**src/rtl/filt_chain_sched.sv**
```systemverilog
// Sample/symbol strobe scheduler and stimulus source for the TX_filt -> RCV_filt cascade.
// Define FILT_SCHED_ASK_EN to compile in the LFSR-driven 4-ASK source (mode 2); otherwise mode 2 emits zeros.
module filt_chain_sched #(
    parameter int SAMP_DIV  = 1,
    parameter int SPS       = 4,
    parameter int FLUSH_LEN = 21,
    parameter int RUN_LEN   = 1024
) (
    input  logic               clk,
    input  logic               reset,
    input  logic               start,
    input  logic               stop,
    input  logic [1:0]         mode,
    input  logic signed [17:0] x_ext,
    output logic signed [17:0] x_out,
    output logic               x_vld,
    output logic               sym_en,
    output logic               busy,
    output logic               done
);

    localparam int DATA_W = 18;
    localparam logic [7:0]  DIV_LAST   = 8'(SAMP_DIV - 1);
    localparam logic [7:0]  SYM_LAST   = 8'(SPS - 1);
    localparam logic [15:0] FLUSH_LAST = 16'(FLUSH_LEN - 1);
    localparam logic [15:0] RUN_LAST   = 16'(RUN_LEN - 1);
    localparam logic signed [DATA_W-1:0] IMPULSE = 18'sd131071;

    typedef enum logic [1:0] {ST_IDLE, ST_FLUSH, ST_RUN, ST_DRAIN} state_t;

    state_t      r_state;
    logic [1:0]  r_mode;
    logic [7:0]  r_div;
    logic [15:0] r_cnt;
    logic [7:0]  r_sym;
    logic        r_first;
    logic        r_drain_end;
    logic        w_tick;
    logic signed [DATA_W-1:0] w_run_x;

`ifdef FILT_SCHED_ASK_EN
    localparam logic [14:0] LFSR_SEED = 15'h0001;
    logic [14:0] r_lfsr;

    function automatic logic signed [DATA_W-1:0] ask_level(input logic [1:0] s);
        case (s)
            2'b00:   return -18'sd98304;
            2'b01:   return -18'sd32768;
            2'b10:   return 18'sd32768;
            default: return 18'sd98304;
        endcase
    endfunction
`endif

    assign w_tick = (r_div == DIV_LAST);

    always_comb begin
        w_run_x = '0;
        case (r_mode)
            2'd0: w_run_x = x_ext;
            2'd1: w_run_x = r_first ? IMPULSE : '0;
`ifdef FILT_SCHED_ASK_EN
            // zero-stuffed upsampling: only the first sample of each symbol carries a level
            2'd2: w_run_x = (r_sym == 8'd0) ? ask_level(r_lfsr[1:0]) : '0;
`endif
            default: w_run_x = '0;
        endcase
    end

    always_ff @(posedge clk or negedge reset) begin
        if (!reset) begin
            r_state     <= ST_IDLE;
            r_mode      <= 2'd0;
            r_div       <= 8'd0;
            r_cnt       <= 16'd0;
            r_sym       <= 8'd0;
            r_first     <= 1'b0;
            r_drain_end <= 1'b0;
            x_out       <= '0;
            x_vld       <= 1'b0;
            sym_en      <= 1'b0;
            busy        <= 1'b0;
            done        <= 1'b0;
`ifdef FILT_SCHED_ASK_EN
            r_lfsr      <= LFSR_SEED;
`endif
        end else begin
            x_vld  <= 1'b0;
            sym_en <= 1'b0;
            done   <= 1'b0;
            if (r_state != ST_IDLE) begin
                r_div <= w_tick ? 8'd0 : r_div + 8'd1;
            end
            case (r_state)
                ST_IDLE: begin
                    if (start && !stop) begin
                        r_state <= ST_FLUSH;
                        r_mode  <= mode;
                        r_div   <= 8'd0;
                        r_cnt   <= 16'd0;
                        r_sym   <= 8'd0;
                        r_first <= 1'b1;
                        busy    <= 1'b1;
`ifdef FILT_SCHED_ASK_EN
                        r_lfsr  <= LFSR_SEED;
`endif
                    end
                end
                ST_FLUSH: begin
                    if (stop) begin
                        r_state <= ST_DRAIN;
                        r_cnt   <= 16'd0;
                    end else if (w_tick) begin
                        x_out <= '0;
                        x_vld <= 1'b1;
                        if (r_cnt == FLUSH_LAST) begin
                            r_state <= ST_RUN;
                            r_cnt   <= 16'd0;
                        end else begin
                            r_cnt <= r_cnt + 16'd1;
                        end
                    end
                end
                ST_RUN: begin
                    if (stop) begin
                        r_state <= ST_DRAIN;
                        r_cnt   <= 16'd0;
                    end else if (w_tick) begin
                        x_out   <= w_run_x;
                        x_vld   <= 1'b1;
                        sym_en  <= (r_sym == 8'd0);
                        r_first <= 1'b0;
                        r_sym   <= (r_sym == SYM_LAST) ? 8'd0 : r_sym + 8'd1;
`ifdef FILT_SCHED_ASK_EN
                        if (r_sym == 8'd0) begin
                            r_lfsr <= {r_lfsr[13:0], r_lfsr[14] ^ r_lfsr[13]};
                        end
`endif
                        // RUN_LEN of zero leaves the run open-ended until stop
                        if ((RUN_LEN != 0) && (r_cnt == RUN_LAST)) begin
                            r_state <= ST_DRAIN;
                            r_cnt   <= 16'd0;
                        end else begin
                            r_cnt <= r_cnt + 16'd1;
                        end
                    end
                end
                ST_DRAIN: begin
                    // one extra cycle after the last drain sample before done/idle
                    if (r_drain_end) begin
                        r_state     <= ST_IDLE;
                        r_drain_end <= 1'b0;
                        busy        <= 1'b0;
                        done        <= 1'b1;
                    end else if (w_tick) begin
                        x_out <= '0;
                        x_vld <= 1'b1;
                        if (r_cnt == FLUSH_LAST) begin
                            r_drain_end <= 1'b1;
                        end else begin
                            r_cnt <= r_cnt + 16'd1;
                        end
                    end
                end
                default: r_state <= ST_IDLE;
            endcase
        end
    end

endmodule
```
**config.mk**
```make
export PLATFORM = sky130hd
export DESIGN_NAME = filt_chain_sched
export DESIGN_NICKNAME = d
export VERILOG_FILES = /design/src/rtl/filt_chain_sched.sv
export SDC_FILE = /design/constraint.sdc
export NUM_CORES = 1
export LEC_CHECK = 0
export BUFFER_PORTS_ARGS = -buffer_cell sky130_fd_sc_hd__buf_2
export CORE_MARGIN = 2
export CORE_UTILIZATION = 55
export DETAILED_ROUTE_END_ITERATION = 16
export PLACE_DENSITY = 0.8
export SYNTH_ARGS = -nofsm -noshare
export SYNTH_HDL_FRONTEND = slang
export SYNTH_SLANG_ARGS = --single-unit
```
**constraint.sdc**
```tcl
create_clock -name clk -period 2.7 [get_ports clk]
set_input_delay 0.27 -clock clk [delete_from_list [all_inputs] [get_ports clk]]
set_output_delay 0.27 -clock clk [all_outputs]
set_load 0.02 [all_outputs]
```
==> results of run 1 <==
## kinds of logic after synthesis
| group | count (synthesis) | synth area share |
|---|---|---|
| AO/OA/AOI/OAI | 111 | 0.234 |
| XOR/XNOR | 2 | 0.00528 |
| adder cells (fa/ha/maj) | 10 | 0.0377 |
| buffers and inverters | 34 | 0.0415 |
| flip-flops | 60 | 0.452 |
| multiplexers | 6 | 0.0200 |
| AND/OR/NAND/NOR | 123 | 0.209 |
## per-layer routing
| layer | GRT usage | wire [µm] |
|---|---|---|
| met5 | 0 | 0 |
| met2 | 0.384 | 3720 |
| met4 | 0.0983 | 110 |
| met1 | 0.328 | 3420 |
| met3 | 0.0648 | 510 |
## flip-flops by register name, summed over array words and instances, names as in the netlist
signal,count
r_state,2
r_sym,8
busy,1
sym_en,1
r_cnt,16
x_vld,1
r_div,8
done,1
r_mode,2
x_out,18
r_drain_end,1
r_first,1
## repair_timing
| action | 4_1_cts | 5_1_grt |
|---|---|---|
| hold endpoints to repair | 20 | 0 |
| setup buffers | 0 | 0 |
| setup endpoints to repair | 0 | 0 |
| hold buffers | 1 | 0 |
## worst paths after layout
path | to | start | cells after the start
worst max-delay path | r_state[1]$_DFFE_PN0P_ | r_cnt[0]$_DFFE_PN0P_ | 7
worst min-delay path | r_mode[1]$_DFFE_PN0P_ | mode[1] | 2
worst max register to register | r_state[1]$_DFFE_PN0P_ | r_cnt[0]$_DFFE_PN0P_ | 7
worst min register to register | x_out[11]$_DFFE_PN0P_ | x_out[11]$_DFFE_PN0P_ | 1
max in group asynchronous | r_cnt[14]$_DFFE_PN0P_ | reset | 3
min in group asynchronous | r_sym[3]$_DFFE_PN0P_ | reset | 2
## cell type report
type	count	share of cell area
clock buffers	11	0.0342
clock inverters	5	0.0137
inverters	18	0.0176
multi-input cells	252	0.437
flip-flops and latches	60	0.391
well taps	75	0.0244
repair buffers	57	0.0827
## worst max-delay path: stages, from the launching register on
cell and delay (ns):
dfrtp_1 0.41, inv_1 0.09, ha_1 0.14, or3b_2 0.48
nor4_4 0.37, o22ai_1 0.20, nor3_2 0.25, mux2_2 0.36
## synth_stat cells, drive strengths merged (4+ instances only)
cell type   n
o31ai      10
and3        6
nand2b      6
nor3        4
ha         10
nand3      20
nor4        6
nor2       19
nand4      15
clkbuf     13
dfrtp      60
o2bb2ai    17
or4         5
a21oi      19
o21ai      34
inv        17
o211ai      9
mux2        5
nand2      22
or2         9
## power by group through the flow
stage	combinational [mW]	sequential (mW)	clock (mW)
5_1_grt	2.12	1.30	0.838
2_1_floorplan	1.26	1.35	0
4_1_cts	1.93	1.27	0.787
3_5_place_dp	1.92	1.28	0
3_3_place_gp	1.84	1.27	0
6_report	1.93	1.27	0.774
## per-stage QoR
| step | power, mW | instances | hold WS [ns] |
|---|---|---|---|
| after global routing | 4.26 | 478 | 0.164 |
| after floorplan | 2.61 | 346 | -0.0256 |
| after detailed placement | 3.20 | 461 | 0.260 |
| final | 3.98 | 478 | 0.170 |
| after global placement | 3.11 | 461 | 0.248 |
| after CTS | 3.98 | 478 | 0.160 |
==> metrics.txt, run 1 <==
worst slew pin tran 0.761 ns; vias in the first global route 2677; flop2flop setup slack 0.28 ns; Slew Viols, Final 0; cells after synthesis 346; pin count of the biggest net entering global routing 41; Site Rows 28; Lkg Pwr 1.68 nW; # Max-Cap Violations 0; first-pass GRT wire length 12500 µm; sequential cell area fraction in the yosys report 0.452; CTS tree built; CTS max path bufs 2; GPL Wtd Cong 0.913; Max-slew headroom 0.493; Worst-path clk slew 0.07 ns; post-layout util 0.653; grt ovf 0; final net count 432; fin worst setup slack 0.281 ns; Synth Flop Type dfrtp_1; WL per Instance 16.2 µm; VDD IR max 529 µV; Setup WS pre-CTS 0.327 ns; status finished, final reports clean; Via density 6.20; Placed Area 0.00365 mm²; area delta synth->final 15.8%; post-cts repair resize count 0; Global Route Usage Sum 0.246; Skew-Pair Late Insertion Delay 0.34 ns; top post-synthesis cells by area dfrtp_1, o21ai_0, o2bb2ai_1; Post-Route WL 7760 µm; Layout fillers 490; CP required 2.92 ns; antenna cells 0; Port Buffers 45; Synth area leader dfrtp_1; post-synth cell types 56; Net Sw Frac 0.441; Starting DRT DRC Count 149; Starting Density 0.564; most common cell after layout, fill and taps aside dfrtp_1; share of Yosys cell area claimed by the top area cell type 0.452; routed via count 2962; area of the die 0.00667 mm²; Post-synth EDFFs 0; RSZ-0062 raised after global routing no; antenna violations before repair 0; final setup fails 0; Hold Crit Class input pin to flop; Root Buffer clkbuf_8; Peak Freq 0.413 GHz; Fin. Hold Viols 0; worst-path fanout max 5; clock sink count 60; drt first pass iters 4; Post-Syn Area 0.00332 mm²; Clock Power Share 0.195; DIE HEIGHT 81.7 µm; Routed Antenna Nets 0; Synth Area per Inst 9.59 µm²; H-tree depth 3; CP Data Arrival Time 2.64 ns; area of the multi-input gates 0.00168 mm²; Critical Path Sink Type flop; Synthesized Nets 380; Syn. warnings 0; Num CTS Buffers 9; period utilization 0.896; Sequential Area 0.00150 mm²; DRC viols 0; share of post-route cells with drive strength above 1 0.241; switching power 1.75 mW; fin crit period 2.42 ns; Synth async-reset ratio 1.00; finished layout cell area 0.00384 mm²; Setup TNS 0 ns; Synth Register Bits 60; commonest cells after routing, fill and taps aside dfrtp_1, buf_2, o21ai_0; Die W 81.7 µm; crit path kind flop to flop; PD cells 1030 mW/mm²; Boundary Pins 46; Placeable Area 0.00589 mm²; Comb power frac 0.487; Flop pwr share 0.319; Startpoint Class flop; hpwl dp 5450 µm; Fin Clk Skew 0.0113 ns; Internal Power 2.22 mW
Note: power is estimated with default switching activity, not from simulation.
==> run 2, diff against run 1 <==
--- a/config.mk
+++ b/config.mk
@@ -9,6 +9,7 @@
 export CORE_MARGIN = 2
 export CORE_UTILIZATION = 55
 export DETAILED_ROUTE_END_ITERATION = 16
+export MAX_ROUTING_LAYER = met4
 export PLACE_DENSITY = 0.8
 export SYNTH_ARGS = -nofsm -noshare
 export SYNTH_HDL_FRONTEND = slang
==> run 2 against run 1 <==
Net effect: setup slack improved by 0.020 ns; first-iteration DRC count increased by 40%; sequential power about the same; critical path depth is the same; power grew 5.3%; count of clock-buffer cells in the layout increased by 1; global-route usage rose by 0.68 points; die area is the same; clock power up 30%; clock skew increased by 0.00063 ns; register-to-register slack improved by 0.02 ns; non-clock buffer count decreased by 1.
==> metrics.txt, run 2 (synthesis gave the netlist of run 1 again) <==
CP Data Arrival Time 2.62 ns; routed via count 2916; area of the die 0.00667 mm²; final non-filler cell total 477; Critical Path Sink Type flop; share of post-route cells with drive strength above 1 0.244; Skew-Pair Late Insertion Delay 0.35 ns; hpwl dp 5120 µm; crit path kind flop to flop; Placeable Area 0.00589 mm²; fin crit period 2.40 ns; Startpoint Class flop; Hold Crit Class input pin to asynchronous set/reset pin; Most flops, register x_out; drt first pass iters 4; max reg flops 18; Peak Freq 0.417 GHz; H-tree depth 3; Setup TNS 0 ns; VDD IR max 497 µV; Post-CTS Setup Bufs 0; grt ovf 0; period utilization 0.888; Max-slew headroom 0.480; post-cts repair resize count 0; CTS tree built; Die W 81.7 µm; Fin. Hold Viols 0; antenna violations before repair 0; Layout fillers 450; DRC viols 0; biggest regs x_out x18, r_cnt x16; vias in the first global route 2637; Root Buffer clkbuf_8; worst-path fanout max 5; Fin Clk Skew 0.0120 ns; GPL Wtd Cong 0.886; reg2reg start r_cnt[0]$_DFFE_PN0P_; # placed instances 461; Num CTS Buffers 9; DIE HEIGHT 81.7 µm; antenna cells 0; RSZ-0062 raised after global routing no; hold_ws 0.0669 ns; most common cell after layout, fill and taps aside dfrtp_1; first-pass GRT wire length 12500 µm; Routed Antenna Nets 0; area delta synth->final 17.5%; reg-to-reg critical path endpoint r_state[1]$_DFFE_PN0P_; Via density 6.11; CTS Hold Bufs 0; Site Rows 28; Starting Density 0.564; Lkg Pwr 1.71 nW; commonest cells after routing, fill and taps aside dfrtp_1, buf_2, o21ai_0; worst slew pin tran 0.780 ns; Post-Route WL 7630 µm; PD cells 1070 mW/mm²; Boundary Pins 46; Worst-path clk slew 0.07 ns; WL per Instance 16.0 µm; pin count of the biggest net entering global routing 61; status finished, final reports clean; final setup fails 0; R2R cell count 7; Total Power 4.19 mW; flop2flop setup slack 0.30 ns; Starting DRT DRC Count 208; clock sink count 60; # Max-Cap Violations 0; Global Route Usage Sum 0.253; CP required 2.92 ns; CTS max path bufs 2; final net count 431; Port Buffers 45; Slew Viols, Final 0
run 2: cell count changes in the layout (fill, tap and decap cells not counted):
cell	delta
clkbuf_8	+2
bufinv_16	+2
dlygate4sd3_1	-1
clkinvlp_4	-1
clkbuf_1	-1
clkinv_2	-2
run 2: how the worst max path moves through the flow:
stage / to / slack (ns) / cells past startpoint / from
floorplan: r_cnt[0]$_DFFE_PN0P_ / 0.40 / 8 / r_state[0]$_DFFE_PN0P_
global placement: r_state[1]$_DFFE_PN0P_ / 0.42 / 5 / r_cnt[12]$_DFFE_PN0P_
detailed placement: r_state[1]$_DFFE_PN0P_ / 0.32 / 7 / r_cnt[0]$_DFFE_PN0P_
CTS: r_state[1]$_DFFE_PN0P_ / 0.31 / 7 / r_cnt[0]$_DFFE_PN0P_
global route: r_cnt[2]$_DFFE_PN0P_ / 0.14 / 8 / r_cnt[0]$_DFFE_PN0P_
finish: r_state[1]$_DFFE_PN0P_ / 0.30 / 7 / r_cnt[0]$_DFFE_PN0P_
run 2: critical path, cell delays in order, from the launching register on:
cell and delay (ns):
dfrtp_1 0.41, inv_1 0.09, ha_1 0.14, or3b_2 0.47
nor4_4 0.37, o22ai_1 0.18, nor3_2 0.24, mux2_2 0.37
run 2: per-layer routing:
| layer | global-route usage | vias up | wire length (µm) |
|---|---|---|---|
| met5 | - | - | 0 |
| met4 | 0.0817 | 0 | 94 |
| met3 | 0.0571 | 9 | 442 |
| met2 | 0.398 | 87 | 3550 |
| met1 | 0.327 | 1410 | 3540 |
| li1 | - | 1410 | - |
run 2: power breakdown:
group | leakage (nW) | switching (mW) | internal (mW) | total [mW]
combinational | 0.771 | 1.20 | 0.706 | 1.91
clock | 0.127 | 0.346 | 0.662 | 1.01
sequential | 0.808 | 0.172 | 1.09 | 1.27
total | 1.71 | 1.72 | 2.46 | 4.19
run 2: stage by stage:
step | cell area, µm² | util | setup WS [ns]
after floorplan | 3320 | - | 0.396
after global placement | 3650 | 0.620 | 0.424
after detailed placement | 3650 | 0.620 | 0.322
after CTS | 3900 | 0.663 | 0.313
after global routing | 3900 | 0.663 | 0.138
final | 3900 | 0.663 | 0.302
run 2: layout make-up:
class | instances | area, µm² | area share
repair buffers | 56 | 308 | 0.0789
clock inverters | 4 | 95.1 | 0.0244
inverters | 18 | 67.6 | 0.0173
flip-flops and latches | 60 | 1500 | 0.385
multi-input cells | 252 | 1680 | 0.431
well taps | 75 | 93.8 | 0.0241
clock buffers | 12 | 155 | 0.0398
==> run 3, diff against run 2 <==
--- a/config.mk
+++ b/config.mk
@@ -11,6 +11,8 @@
 export DETAILED_ROUTE_END_ITERATION = 16
 export MAX_ROUTING_LAYER = met4
 export PLACE_DENSITY = 0.8
+export RECOVER_POWER = 100
+export SETUP_SLACK_MARGIN = 0.5
 export SYNTH_ARGS = -nofsm -noshare
 export SYNTH_HDL_FRONTEND = slang
 export SYNTH_SLANG_ARGS = --single-unit
==> run 3 against run 2 <==
Net effect: combinational power up 14%; die area stayed put; non-clock buffer count is 13 higher; wire length increased by 9.8%; final area is 4.0% higher; via count is 5.1% higher.
==> metrics.txt, run 3 (synthesis gave the netlist of run 1 again) <==
status finished, final reports clean; first-pass GRT wire length 13000 µm; Post-Route WL 8380 µm; reg-to-reg critical path endpoint r_state[0]$_DFFE_PN0P_; Starting Density 0.564; Setup TNS 0 ns; DRC viols 0; Worst-path clk slew 0.07 ns; hold endpoint r_mode[0]$_DFFE_PN0P_; final non-filler cell total 491; reg2reg start r_state[0]$_DFFE_PN0P_; GPL Wtd Cong 0.902; pin count of the biggest net entering global routing 32; finished layout cell area 0.00406 mm²; final net count 445; vias in the first global route 2815; antenna violations before repair 0; Most flops, register x_out; DIE HEIGHT 81.7 µm; Num CTS Buffers 9; Max-slew headroom 0.127; final setup fails 0; Peak Freq 0.409 GHz; max reg flops 18; # placed instances 461; CTS tree built; PD cells 1070 mW/mm²; Lkg Pwr 1.68 nW; Port Buffers 45; Root Buffer clkbuf_8; Die W 81.7 µm; crit path cell chain inv_1 > ha_1 > clkinv_1 > clkbuf_2 > a2111oi_0 > a2bb2oi_1; most common cell after layout, fill and taps aside dfrtp_1; Skew-Pair Late Insertion Delay 0.33 ns; share of post-route cells with drive strength above 1 0.224; Buf/Inv on CP 3; Startpoint Class flop; period utilization 0.905; fin worst setup slack 0.256 ns; Placeable Area 0.00589 mm²; hold_ws 0.173 ns; Boundary Pins 46; hpwl dp 5120 µm; hold path cells 2; # Max-Cap Violations 0; RSZ-0062 raised after global routing yes; fin crit period 2.44 ns; area delta synth->final 22.2%; CP peak stage delay 0.70 ns; WL per Instance 17.1 µm; Hold Crit Class input pin to flop; routed via count 3066; Fin Clk Skew 0.00935 ns; Slew Viols, Final 0; family with the most delay on the worst path compound AO/OA/AOI/OAI gates; CTS max path bufs 2; CP Data Arrival Time 2.70 ns; drt first pass iters 5; Routed Antenna Nets 0; Critical Path Sink Type flop; grt ovf 0; worst slew pin tran 1.31 ns; crit path kind flop to flop; area of the die 0.00667 mm²; Worst path slowest cell a2111oi_0; Starting DRT DRC Count 170; H-tree depth 3; flop2flop setup slack 0.26 ns; Placed Area 0.00366 mm²; hold_sp mode[0]; Setup WS pre-CTS 0.108 ns; Site Rows 28; antenna cells 0; Global Route Usage Sum 0.264; commonest cells after routing, fill and taps aside dfrtp_1, o21ai_0, clkbuf_1; CP required 2.96 ns; VDD IR max 564 µV; biggest regs x_out x18, r_cnt x16; clock sink count 60; Fin. Hold Viols 0; worst-path fanout max 27; R2R cell count 6; Via density 6.24
[run 3: cell type report]
class | count | area [µm²]
timing repair buffer | 69 | 388
clock inverter | 7 | 91.3
tap | 75 | 93.8
sequential | 60 | 1500
multi-input combinational | 253 | 1790
clock buffer | 9 | 124
inverter | 18 | 67.6
fill | 467 | 1830
[run 3: power breakdown]
| group | switching (mW) | internal [mW] | leakage (nW) |
|---|---|---|---|
| Clock | 0.363 | 0.516 | 0.109 |
| Combinational | 1.34 | 0.847 | 0.766 |
| Sequential | 0.180 | 1.09 | 0.808 |
| Total | 1.88 | 2.46 | 1.68 |
[run 3: metrics by stage]
stage	power [mW]	utilization
2_1_floorplan	2.63	-
3_3_place_gp	3.10	0.622
3_5_place_dp	3.16	0.622
4_1_cts	4.19	0.683
5_1_grt	4.61	0.689
6_report	4.34	0.689
[run 3: what timing repair did]
item	CTS	global route
hold endpoints to repair	5	0
buffers inserted	7	4
gates resized for setup	14	13
endpoints found under the setup margin	41	23
hold buffers	1	0
pin swaps	6	11
gates cloned	0	2
[run 3: worst max-delay path by stage]
stage	from	end	slack [ns]	depth (start not counted)
after floorplan	r_cnt[12]$_DFFE_PN0P_	r_cnt[2]$_DFFE_PN0P_	0.51	6
after global placement	r_cnt[12]$_DFFE_PN0P_	r_cnt[5]$_DFFE_PN0P_	0.20	6
final	r_state[0]$_DFFE_PN0P_	r_state[0]$_DFFE_PN0P_	0.26	6
after CTS	r_cnt[14]$_DFFE_PN0P_	r_cnt[0]$_DFFE_PN0P_	0.41	7
after detailed placement	r_cnt[12]$_DFFE_PN0P_	r_cnt[12]$_DFFE_PN0P_	0.11	6
after global routing	r_cnt[0]$_DFFE_PN0P_	r_state[1]$_DFFE_PN0P_	0.15	8
[run 3: per-layer routing]
metal / vias up / wire length (µm) / global-route usage
met1: 1496 / 3610 / 0.333
met3: 13 / 555 / 0.0440
met4: 0 / 146 / 0.117
met5: - / 0 / -
met2: 114 / 4070 / 0.420
li1: 1443 / - / -
